<file path="src/rtl/i2c_req_arbiter.sv">
// i2c_req_arbiter
// Shares one I2C master transaction port between two requesters (req0: UART
// memory-map path, req1: board-init sequencer). One transaction is in flight
// at a time. The response is routed back to the requester that owns the
// transaction, and a timeout returns an error response if the master hangs.
//
// Build option:
//   I2C_ARB_FIXED_PRIORITY_EN  defined   -> req0 always wins when both are valid
//                              undefined -> round-robin (default)
module i2c_req_arbiter #(
  parameter int unsigned TimeoutCycles = 1000000
) (
  input  logic        i_clk,
  input  logic        i_rst,

  input  logic        i_req0_valid,
  output logic        o_req0_ready,
  input  logic [6:0]  i_req0_slave_address,
  input  logic [7:0]  i_req0_reg_address,
  input  logic [1:0]  i_req0_burst_count,
  input  logic [31:0] i_req0_wdata,
  input  logic        i_req0_rd_wrn,
  output logic        o_rsp0_valid,
  input  logic        i_rsp0_ready,
  output logic [31:0] o_rsp0_rdata,
  output logic        o_rsp0_error,

  input  logic        i_req1_valid,
  output logic        o_req1_ready,
  input  logic [6:0]  i_req1_slave_address,
  input  logic [7:0]  i_req1_reg_address,
  input  logic [1:0]  i_req1_burst_count,
  input  logic [31:0] i_req1_wdata,
  input  logic        i_req1_rd_wrn,
  output logic        o_rsp1_valid,
  input  logic        i_rsp1_ready,
  output logic [31:0] o_rsp1_rdata,
  output logic        o_rsp1_error,

  output logic        o_i2c_valid,
  input  logic        i_i2c_ready,
  output logic [6:0]  o_i2c_slave_address,
  output logic [7:0]  o_i2c_reg_address,
  output logic [1:0]  o_i2c_burst_count,
  output logic [31:0] o_i2c_wdata,
  output logic        o_i2c_rd_wrn,
  input  logic        i_i2c_rsp_valid,
  output logic        o_i2c_rsp_ready,
  input  logic [31:0] i_i2c_rsp_rdata,
  output logic        o_i2c_abort,
  output logic        o_stray_pulse
);

  localparam int unsigned TimerWidth = $clog2(TimeoutCycles);
  localparam logic [TimerWidth-1:0] TimerLast = TimerWidth'(TimeoutCycles - 1);

  typedef enum logic [1:0] {
    ST_IDLE,
    ST_ISSUE,
    ST_WAIT_RSP,
    ST_DELIVER
  } state_t;

  state_t                state;
  logic                  owner;
  logic [TimerWidth-1:0] timer;
`ifndef I2C_ARB_FIXED_PRIORITY_EN
  logic                  last_grant;
`endif

  logic        sel;
  logic        accept;
  logic        timeout_hit;
  logic        rsp_take;
  logic        timeout_now;
  logic        deliver_now;
  logic        stray_take;
  logic [31:0] deliver_rdata;

  // Pick a requester and present the combinational ready in IDLE
  always_comb begin
`ifdef I2C_ARB_FIXED_PRIORITY_EN
    sel = ~i_req0_valid;
`else
    sel = (i_req0_valid && i_req1_valid) ? ~last_grant : ~i_req0_valid;
`endif
    o_req0_ready = (state == ST_IDLE) && i_req0_valid && !sel;
    o_req1_ready = (state == ST_IDLE) && i_req1_valid && sel;
    accept       = o_req0_ready || o_req1_ready;
  end

  // Response capture, timeout detection (response wins a tie) and stray drop
  always_comb begin
    timeout_hit   = (timer == TimerLast);
    rsp_take      = (state == ST_WAIT_RSP) && i_i2c_rsp_valid;
    timeout_now   = ((state == ST_ISSUE) || (state == ST_WAIT_RSP)) && timeout_hit && !rsp_take;
    deliver_now   = rsp_take || timeout_now;
    deliver_rdata = rsp_take ? i_i2c_rsp_rdata : '0;
    stray_take    = ((state == ST_IDLE) || (state == ST_ISSUE)) && i_i2c_rsp_valid && o_i2c_rsp_ready;
  end

  // Transaction FSM with registered I2C-side and response-side outputs
  always_ff @(posedge i_clk or posedge i_rst) begin
    if (i_rst) begin
      state               <= ST_IDLE;
      owner               <= 1'b0;
      timer               <= '0;
`ifndef I2C_ARB_FIXED_PRIORITY_EN
      last_grant          <= 1'b1;
`endif
      o_i2c_valid         <= 1'b0;
      o_i2c_slave_address <= '0;
      o_i2c_reg_address   <= '0;
      o_i2c_burst_count   <= '0;
      o_i2c_wdata         <= '0;
      o_i2c_rd_wrn        <= 1'b0;
      o_i2c_rsp_ready     <= 1'b0;
      o_i2c_abort         <= 1'b0;
      o_stray_pulse       <= 1'b0;
      o_rsp0_valid        <= 1'b0;
      o_rsp0_rdata        <= '0;
      o_rsp0_error        <= 1'b0;
      o_rsp1_valid        <= 1'b0;
      o_rsp1_rdata        <= '0;
      o_rsp1_error        <= 1'b0;
    end else begin
      o_i2c_abort   <= timeout_now;
      o_stray_pulse <= stray_take;
      // Response capture and timeout share one exit to DELIVER from ISSUE/WAIT_RSP
      if (deliver_now) begin
        o_i2c_valid     <= 1'b0;
        o_i2c_rsp_ready <= 1'b0;
        state           <= ST_DELIVER;
        if (owner) begin
          o_rsp1_valid <= 1'b1;
          o_rsp1_rdata <= deliver_rdata;
          o_rsp1_error <= timeout_now;
        end else begin
          o_rsp0_valid <= 1'b1;
          o_rsp0_rdata <= deliver_rdata;
          o_rsp0_error <= timeout_now;
        end
      end else begin
        case (state)
          ST_IDLE: begin
            o_i2c_rsp_ready <= 1'b1;
            if (accept) begin
              owner               <= sel;
              timer               <= '0;
              o_i2c_valid         <= 1'b1;
              o_i2c_slave_address <= sel ? i_req1_slave_address : i_req0_slave_address;
              o_i2c_reg_address   <= sel ? i_req1_reg_address   : i_req0_reg_address;
              o_i2c_burst_count   <= sel ? i_req1_burst_count   : i_req0_burst_count;
              o_i2c_wdata         <= sel ? i_req1_wdata         : i_req0_wdata;
              o_i2c_rd_wrn        <= sel ? i_req1_rd_wrn        : i_req0_rd_wrn;
              state               <= ST_ISSUE;
            end
          end
          ST_ISSUE: begin
            timer <= timer + 1'b1;
            if (i_i2c_ready) begin
              o_i2c_valid <= 1'b0;
              state       <= ST_WAIT_RSP;
            end
          end
          ST_WAIT_RSP: begin
            timer <= timer + 1'b1;
          end
          ST_DELIVER: begin
            if (owner ? i_rsp1_ready : i_rsp0_ready) begin
              o_rsp0_valid    <= 1'b0;
              o_rsp1_valid    <= 1'b0;
              o_i2c_rsp_ready <= 1'b1;
`ifndef I2C_ARB_FIXED_PRIORITY_EN
              last_grant      <= owner;
`endif
              state           <= ST_IDLE;
            end
          end
          default: state <= ST_IDLE;
        endcase
      end
    end
  end

endmodule

</file>
<file path="config.mk">
export PLATFORM = sky130hd
export DESIGN_NAME = i2c_req_arbiter
export DESIGN_NICKNAME = d
export VERILOG_FILES = /design/src/rtl/i2c_req_arbiter.sv
export SDC_FILE = /design/constraint.sdc
export NUM_CORES = 1
export LEC_CHECK = 0
export ABC_AREA = 1
export CAP_MARGIN = 10
export CORE_AREA = 2 2 144 146
export CTS_BUF_LIST = sky130_fd_sc_hd__clkbuf_8
export DETAILED_ROUTE_END_ITERATION = 10
export DIE_AREA = 0 0 146 148
export PLACE_DENSITY = 0.76
export REMOVE_ABC_BUFFERS = 1
export SLEW_MARGIN = 5
export SYNTH_ARGS = -nofsm -noshare
export SYNTH_HDL_FRONTEND = slang
export SYNTH_SLANG_ARGS = --single-unit
export TNS_END_PERCENT = 1
</file>
<file path="constraint.sdc">
create_clock -name i_clk -period 14.2 [get_ports i_clk]
set_input_delay 2.84 -clock i_clk [delete_from_list [all_inputs] [get_ports i_clk]]
set_output_delay 2.84 -clock i_clk [all_outputs]
set_load 0.005 [all_outputs]
</file>
==> results.txt <==
----------------------------------------------------
[Run]
  Max-capacitance violation count ... 0

[Layout]
  Post-route standard cell area excluding fillers ... 10000 µm²
  Share of layout cells above drive strength 1 ... 0.0488
  Layout net count ... ~1300
  Signed area change from the synthesized netlist to the final layout ... 46.1%
  Core Util, Final ... 0.501
  Final antenna diode count ... 0

[Synth]
  Area contributors post-synth ... sky130_fd_sc_hd__dfrtp_1, sky130_fd_sc_hd__nand2_1, sky130_fd_sc_hd__o21ai_0
  Share of Yosys cell area claimed by the top area cell type ... 0.528
  Synthesized flop and latch total ... around 150
  Cell with the most instances after synthesis ... sky130_fd_sc_hd__nand2_1
  Async S/R FF share, synth ... 1.00
  Average cell area after synthesis ... roughly 7.7 µm²
  Cell Area, Synth ... a little under 7000 µm²
  Sequential fraction of the synthesis area ... 0.532
  Post-synth EDFFs ... 0
  Top_reg_cell synth ... sky130_fd_sc_hd__dfrtp_1
  Synth Warn # ... 0
  Number of cells produced by synthesis ... roughly 890
  Count of cell types in the netlist ... 36
  Most frequent cells after synthesis ... sky130_fd_sc_hd__nand2_1, sky130_fd_sc_hd__dfrtp_1, sky130_fd_sc_hd__o21ai_0
  Largest area contributor in the netlist ... sky130_fd_sc_hd__dfrtp_1

[STA]
  RSZ-0062 raised after global routing ... false
  Slew at the pin closest to its max-slew limit ... approximately 1100 ps
  Sum of negative setup slack ... 0 ps
  Number of failing setup endpoints in the final timing report ... 0
  Final Max Slew Viols ... 0
  Fmax achieved ... approximately 130 MHz
  Slew margin rel. ... 0.261
  Post-layout min period ... a little under 8000 ps
  Worst clock skew on the final layout ... about 16 ps
  Share of the clock period used by the worst path after layout ... 0.547
  Final-report hold violation count ... 0

[Clocking]
  TritonCTS clock tree ... yes
  Post-CTS setup buffers ... 0
  Root Buffer Master ... sky130_fd_sc_hd__clkbuf_8
  Quantity of hold-fixing buffers added after cts ... 0
  Number of buffers on the longest clock path ... 2
  Clock insertion delay at the later pin of the skew report ... roughly 450 ps
  Number of gates resized after CTS ... 0
  Num Clock Sinks ... about 150
  Number of buffers inserted during clock tree synthesis ... 17
  Max H-tree Level ... 4
  Clock transition at the registers of the reported paths ... roughly 90 ps

[Routing]
  Count of unresolved DRC violations after routing ... 0
  Total via count after detailed routing ... between 6000 and 7000
  Vias per inst ... 4.64
  First-pass iteration count of the detailed router ... 5
  Final Routed Wirelength ... 20200 µm
  Final ANT Viol Nets ... 0
  Initial DRC count ... 320
  Post-DR wirelength/cell ... between 10 and 15 µm

[Status]
  Result of the run ... finished clean

[Place]
  Input/output buffers ... between 200 and 300
  Last weighted congestion value of the routability-driven placer ... 0.924
  Estimated wirelength of the detail-placed design ... between 10000 and 15000 µm
  Cell area reported after detailed placement ... 9660 µm²

[Global routing]
  Antenna violations before repair ... 0
  Busiest grt layer ... met2
  GR met1 Demand/Resource ... 0.230
  Met2 layer usage reported by global route ... 0.337
  First-pass GRT wire length ... between 30000 and 40000 µm
  Met3 track demand over resource ... 0.0540
  Global router's overall resource usage ... 0.193
  Largest net degree at the start of global routing ... just under 80
  Vias in the first global route ... about 6500
  Leftover overflow at the end of global routing ... 0

[Floorplan]
  Die area ... approximately 22000 µm²
  Rows ... 52
  Die H ... roughly 150 µm
  Num ports ... 264
  Starting utilization of the core area ... 0.343
  Die Span X ... 146 µm
  Core Footprint ... between 20000 and 25000 µm²

[Power]
  Worst VDD drop ... between 0.06 and 0.07 mV
  Reported leakage power ... around 0.0047 µW
  Power per cell area ... approximately 180 nW/µm²

[Hold path]
  Kind of path behind the tightest hold check ... reg -> reg

[Critical path]
  Worst EP arrival ... a little under 5000 ps
  Kind of start point of the critical path ... input pin
  Required time of the critical path ... between 10000 and 15000 ps
  Category of the most critical setup path ... in -> out
  Crit path max fanout ... 52
  Element type at the critical path end ... primary output

----------------------------------------------------
[per-layer routing]
metal	part of all wire	routed length, µm
met4	0.023	463
met1	0.42	8450
met2	0.49	9810
met5	0	0
met3	0.073	1470
[cells in the final DEF, fill, tap and decap left out, drive strengths merged, types with 2 or more instances in the layout]
| master | instances |
|---|---|
| nand2 | 472 |
| clkdlybuf4s50 | 263 |
| dfrtp | 145 |
| o21ai | 88 |
| inv | 41 |
| nor2 | 37 |
| nand3 | 30 |
| clkbuf | 18 |
| nand4 | 10 |
| nor3 | 6 |
| ha | 5 |
| buf | 5 |
| xor2 | 4 |
| clkinv | 4 |
| or2 | 3 |
| a21oi | 2 |
| o21bai | 2 |
| a22o | 2 |
| clkinvlp | 2 |
[state kept, by name, indices dropped and copies added, names as in the netlist, 2 cells and up]
| register | count |
|---|---|
| o_i2c_reg_address | 8 |
| o_i2c_wdata | 32 |
| o_rsp0_rdata | 32 |
| o_rsp1_rdata | 32 |
| timer | 20 |
| o_i2c_slave_address | 7 |
| o_i2c_burst_count | 2 |
| state | 2 |
[power breakdown]
group / switching (µW) / internal, µW / total [µW]
combinational: 420 / 407 / 826
clock: 180 / 134 / 313
sequential: 93.8 / 579 / 673
[kinds of logic (layout without fill, tap and decap cells)]
group	Yosys count	in the layout	share of synthesized area
AND/OR/NAND/NOR	561	561	0.326
flip-flops	146	146	0.532
AO/OA/AOI/OAI	97	97	0.0740
buffers and inverters	75	333	0.0526
adder cells (fa/ha/maj)	5	5	0.00911
XOR/XNOR	4	4	0.00510
multiplexers	1	1	0.00146
[layout make-up]
type,instances,area [µm²]
clock inverters,14,131
flip-flops and latches,146,3650
well taps,270,338
clock buffers,18,248
repair buffers,268,2670
fillers,1977,10000
multi-input cells,668,2860
inverters,33,131
[worst paths after layout]
| check | startpoint | cells after the start | slack [ps] | endpoint |
|---|---|---|---|---|
| worst max-delay path | i_req1_valid | 7 | 6440 | o_req1_ready |
| worst min-delay path | o_i2c_wdata[13] | 2 | 490 | o_i2c_wdata[13] |
| worst max register to register | state[0] | 11 | 11100 | o_i2c_wdata[12] |
| min in group asynchronous | i_rst | 2 | 2840 | o_i2c_wdata[10] |
| worst min register to register | o_i2c_wdata[13] | 2 | 490 | o_i2c_wdata[13] |
| max in group asynchronous | i_rst | 3 | 9960 | o_rsp1_error |
[worst max-delay path: stages]
cell and delay, ps:
sky130_fd_sc_hd__clkdlybuf4s50_1 470, sky130_fd_sc_hd__inv_1 100, sky130_fd_sc_hd__o21ai_4 120, sky130_fd_sc_hd__buf_4 450, sky130_fd_sc_hd__clkinv_1 160, sky130_fd_sc_hd__nor3_1 190, sky130_fd_sc_hd__clkdlybuf4s50_1 570
[per-stage QoR]
step	total power [µW]	std cells	hold slack, ps	setup slack, ps
global route	1950	1417	510	6300
CTS	1840	1417	489	6420
detailed placement	1510	1385	464	6420
floorplan	1010	847	463	4810
global placement	1500	1385	461	6470
finish	1810	1417	486	6440
Power figures use the tool's default switching activity.
